===== src/rtl/extended_gcd.sv =====
// Iterative extended Euclid: gcd(a_i, n_i) and the Bezout coefficient of a_i.
// Each quotient comes from a bit-serial restoring divider, so an iteration costs WORD_WIDTH+2 cycles.
module extended_gcd #(
  parameter int WORD_WIDTH = 32
) (
  input  logic                         clk,
  input  logic                         rst,
  input  logic                         start,
  input  logic        [WORD_WIDTH-1:0] a_i,
  input  logic        [WORD_WIDTH-1:0] n_i,
  output logic                         busy,
  output logic                         done,
  output logic signed [WORD_WIDTH-1:0] gcd_o,
  output logic signed [WORD_WIDTH-1:0] coeff_o,
  output logic signed [WORD_WIDTH-1:0] n_o
);

  localparam int CW = $clog2(WORD_WIDTH);
  localparam logic [CW-1:0] LAST_BIT = CW'(WORD_WIDTH - 1);

  typedef enum logic [2:0] {IDLE, CHECK, DIVIDE, UPDATE, DONE} state_t;

  state_t state, state_next;

  logic        [WORD_WIDTH-1:0] old_r, r;
  logic signed [WORD_WIDTH-1:0] old_s, s;
  logic        [WORD_WIDTH-1:0] rem, quo;
  logic        [CW-1:0]         cnt;
  logic        [WORD_WIDTH:0]   trial;
  logic        [WORD_WIDTH-1:0] prod;

  // Trial subtraction of one divider step; a clear MSB means the divisor fits.
  assign trial = {rem, quo[WORD_WIDTH-1]} - {1'b0, r};
  // Low WORD_WIDTH bits of q*s are the same whether operands are read as signed or not.
  assign prod  = quo * s;
  assign busy  = (state != IDLE);

  always_ff @(posedge clk or posedge rst) begin
    if (rst) state <= IDLE;
    else     state <= state_next;
  end

  always_comb begin
    state_next = state;
    case (state)
      IDLE:    if (start) state_next = CHECK;
      CHECK:   state_next = (r == '0) ? DONE : DIVIDE;
      DIVIDE:  if (cnt == LAST_BIT) state_next = UPDATE;
      UPDATE:  state_next = CHECK;
      DONE:    state_next = IDLE;
      default: state_next = IDLE;
    endcase
  end

  always_ff @(posedge clk or posedge rst) begin
    if (rst) begin
      old_r   <= '0;
      r       <= '0;
      old_s   <= '0;
      s       <= '0;
      rem     <= '0;
      quo     <= '0;
      cnt     <= '0;
      done    <= 1'b0;
      gcd_o   <= '0;
      coeff_o <= '0;
      n_o     <= '0;
    end else begin
      done <= 1'b0;
      case (state)
        IDLE: begin
          if (start) begin
            old_r <= a_i;
            r     <= n_i;
            old_s <= WORD_WIDTH'(1);
            s     <= '0;
            n_o   <= $signed(n_i);
          end
        end
        CHECK: begin
          // Results are registered on the way into DONE so they are valid with done.
          if (r == '0) begin
            done    <= 1'b1;
            gcd_o   <= $signed(old_r);
            coeff_o <= old_s;
          end else begin
            cnt <= '0;
            rem <= '0;
            quo <= old_r;
          end
        end
        DIVIDE: begin
          cnt <= cnt + 1'b1;
          if (!trial[WORD_WIDTH]) begin
            rem <= trial[WORD_WIDTH-1:0];
            quo <= {quo[WORD_WIDTH-2:0], 1'b1};
          end else begin
            rem <= {rem[WORD_WIDTH-2:0], quo[WORD_WIDTH-1]};
            quo <= {quo[WORD_WIDTH-2:0], 1'b0};
          end
        end
        UPDATE: begin
          old_r <= r;
          r     <= rem;
          old_s <= s;
          s     <= old_s - $signed(prod);
        end
        default: ;
      endcase
    end
  end

endmodule


===== config.mk =====
export PLATFORM = sky130hd
export DESIGN_NAME = extended_gcd
export DESIGN_NICKNAME = d
export VERILOG_FILES = /design/src/rtl/extended_gcd.sv
export SDC_FILE = /design/constraint.sdc
export NUM_CORES = 2
export LEC_CHECK = 0
export BUFFER_PORTS_ARGS = -buffer_cell sky130_fd_sc_hd__clkbuf_2
export CORE_UTILIZATION = 50
export DETAILED_ROUTE_END_ITERATION = 7
export PLACE_DENSITY = 0.78
export SLEW_MARGIN = 20
export SYNTH_ARGS = -nofsm -noshare
export SYNTH_HDL_FRONTEND = slang
export SYNTH_SLANG_ARGS = --single-unit

===== constraint.sdc =====
create_clock -name clk -period 10.61 [get_ports clk]
set_input_delay 3.183 -clock clk [delete_from_list [all_inputs] [get_ports clk]]
set_output_delay 3.183 -clock clk [all_outputs]
set_load 0.01 [all_outputs]

==> summary.md <==
| Metric | Value |
|---|---|
| Top cell type's share of synthesized area | `between 20% and 30%` |
| Final WL | `just over 80 mm` |
| Die area | `0.0621 mm^2` |
| Avg Vias per Cell | `5.55` |
| CTS Hold Bufs | `0` |
| Post-Syn Nets | `3966` |
| Share of layout cells above drive strength 1 | `under 10%` |
| Post-Syn Area | `between 0.03 and 0.04 mm^2` |
| Synth top cells by count | `641 x nand2_1, 579 x inv_1, 444 x fa_1` |
| Crit-path max FO | `29` |
| CTS H-Tree Depth | `2` |
| First-pass iteration count of the detailed router | `6` |
| Post-route setup TNS | `0 ps` |
| Synth cell types | `65` |
| WHS Path Cells | `2` |
| Placed Instances | `a little over 4000` |
| Fin. Hold Viols | `0` |
| Setup bufs post-CTS | `0` |
| Chip height | `between 200 and 250 um` |
| TritonCTS clock tree | `done` |
| Syn Inst Count | `3275` |
| Critical path required time | `around 11000 ps` |
| Final setup viols | `0` |
| Non-filler instance count after layout | `4140` |
| Dpl hpwl | `~61 mm` |
| First-pass GRT wire length | `~130 mm` |
| Slew headroom | `between 20% and 30%` |
| Hold Path Origin | `n_o[27]` |
| Die X | `249 um` |
| Top cells by area, synth | `fa_1 29%, dfrtp_1 24%, nand2_1 7.9%` |
| Worst R2R Path Depth | `24` |
| Starting density of the core | `between 50% and 60%` |
| Vias in the first global route | `24000` |
| Final Cycle Share | `around three quarters` |
| Fmax | `about 130 MHz` |
| HP Class | `flip-flop to flip-flop` |
| Max Cap Viol | `0` |
| Post-layout nets | `a little over 4000` |
| Sequential share of the synthesized area | `24.3%` |
| WHS Endpoint | `n_o[27]` |
| Syn Area/Cell | `just over 9 um^2` |
| DRC Markers | `0` |
| Launch point of the worst reg-to-reg path | `s[5]` |
| CTS Sinks | `about 300` |
| Diode count | `0` |
| DR WL/cell | `~19 um` |
| Clock slew at reported path FFs | `70 ps` |
| Number of I/O pins | `165` |
| Worst-Skew Late Latency | `570 ps` |
| Crit end category | `flip-flop` |
| Reg2reg setup slack | `~2700 ps` |
| Initial antenna violation count | `0` |
| P&R area growth vs syn | `9.07%` |
| Final GP Congestion | `around 0.96` |
| Total track usage | `a little over a quarter` |
| CTS buffer count | `35` |
| Aggregate global routing overflow | `0` |
| Worst r2r dst | `s[29]` |
| Longest Clk Path Bufs | `3` |
| Worst Path Arrival | `8300 ps` |
| Port Buffers | `between 150 and 200` |
| Status | `complete, no violations` |
| Clk root buf | `clkbuf_16` |
| Setup Skew | `17.1 ps` |
| Post-synth ARST share | `between 90% and 100%` |
| Synth Flop Type | `dfrtp_1` |
| Post-synth top area cell | `fa_1` |
| RSZ-0062 raised after global routing | `false` |
| Max-slew violation count | `0` |
| Core footprint | `between 0.06 and 0.07 mm^2` |
| Largest net degree at the start of global routing | `between 150 and 200` |
| Post-synth EDFFs | `0` |
| Post-synthesis register bit count | `slightly below 300` |
| CTS resizes | `0` |
| Vias | `roughly 23000` |
| Most common cell in the netlist | `nand2_1` |
| Startpoint type of the worst setup path | `flip-flop` |
| Worst-margin pin slew | `1160 ps` |
| Synth warn | `0` |
| Num rows | `90` |
| Minimum clock period | `between 7000 and 8000 ps` |
| CP Class | `flip-flop to flip-flop` |
| DR iter-0 viols | `between 1500 and 2000` |
| Post-DRT Antenna Nets | `0` |
cell usage in the layout, fill, tap and decap left out, drive strengths merged, types with 10 or more instances in the layout:
master / netlist / layout
nand2: 641 / 641
inv: 581 / 581
fa: 444 / 444
dfrtp: 297 / 297
clkbuf: 165 / 209
and2: 199 / 199
ha: 180 / 180
o21ai: 118 / 118
xnor2: 84 / 84
nor2: 71 / 71
mux2i: 65 / 65
mux2: 64 / 64
a21oi: 51 / 51
o211ai: 39 / 39
a22o: 36 / 36
a31oi: 36 / 36
buf: 15 / 36
xor2: 25 / 25
a21o: 17 / 17
nand3: 16 / 16
nor3: 13 / 13
o21a: 12 / 12
nor4: 10 / 10
per-stage QoR:
stage / util (%) / hold slack (ps) / setup slack, ps / cell area [um^2]
after floorplan: - / 468 / 3480 / 30500
after global placement: 52.9 / 458 / 2950 / 31900
after detailed placement: 52.9 / 462 / 2830 / 31900
after CTS: 55.2 / 477 / 2840 / 33300
after global routing: 55.2 / 507 / 2450 / 33300
final: 55.2 / 472 / 2740 / 33300
layout make-up:
type,count,area (um^2)
clock buffer,45,983
clock inverter,18,375
fill,5193,27100
inverter,582,2190
multi-input combinational,2216,20200
sequential,297,7430
tap,782,978
timing repair buffer,200,1100
logic make-up (layout without fill, tap and decap cells):
group / Yosys count / after routing / synth area share (%)
buf+inv: 762 / 845 / 9.44
xor+xnor: 109 / 109 / 3.13
mux: 129 / 129 / 4.49
flops: 297 / 297 / 24.3
compound gates: 351 / 351 / 7.40
fa+ha+maj: 624 / 624 / 36.5
simple gates: 1003 / 1003 / 14.7
metal layers:
layer  wire length, um  global-route usage, %  share of wire (%)  up-vias
met2             38500                   44.8                 48      908
met4              3410                   10.8                4.2        0
met3              5650                   4.37                7.0      185
met5                 0                      0                  0        -
li1                  -                      -                  -    10200
met1             32800                   35.3                 41    11700
worst max-delay path by stage:
stage                     startpoint      to  cells after the start
after floorplan                  rst  cnt[0]                      1
after global placement          s[5]   s[29]                     24
after detailed placement        s[5]   s[29]                     24
after CTS                       s[5]   s[29]                     24
after global routing            s[5]   s[29]                     24
final                           s[5]   s[29]                     24
state kept, by name, summed over array words and instances (netlist names), 32 cells and up:
| name | cells |
|---|---|
| quo | 32 |
| gcd_o | 32 |
| s | 32 |
| r | 32 |
| coeff_o | 32 |
| old_r | 32 |
| rem | 32 |
| old_s | 32 |
| n_o | 32 |
worst max-delay path: stages (launching register included):
cell and delay (ps):
dfrtp_1 1090, nand2_1 190, fa_1 600, fa_1 440, fa_1 510, inv_1 50
fa_1 470, inv_1 50, fa_1 480, fa_1 500, fa_1 490, inv_1 50
fa_1 470, inv_1 40, ha_1 350, a21o_1 200, a21o_1 160, a21oi_1 160
o211ai_1 190, a21o_1 230, a21o_1 220, a221oi_1 310, nor2b_1 200, xor2_1 170
o21ai_1 80
Power is left out: the tool's default activity adds up to more than one toggle a clock period on the data nets, which glitch-free logic cannot reach.
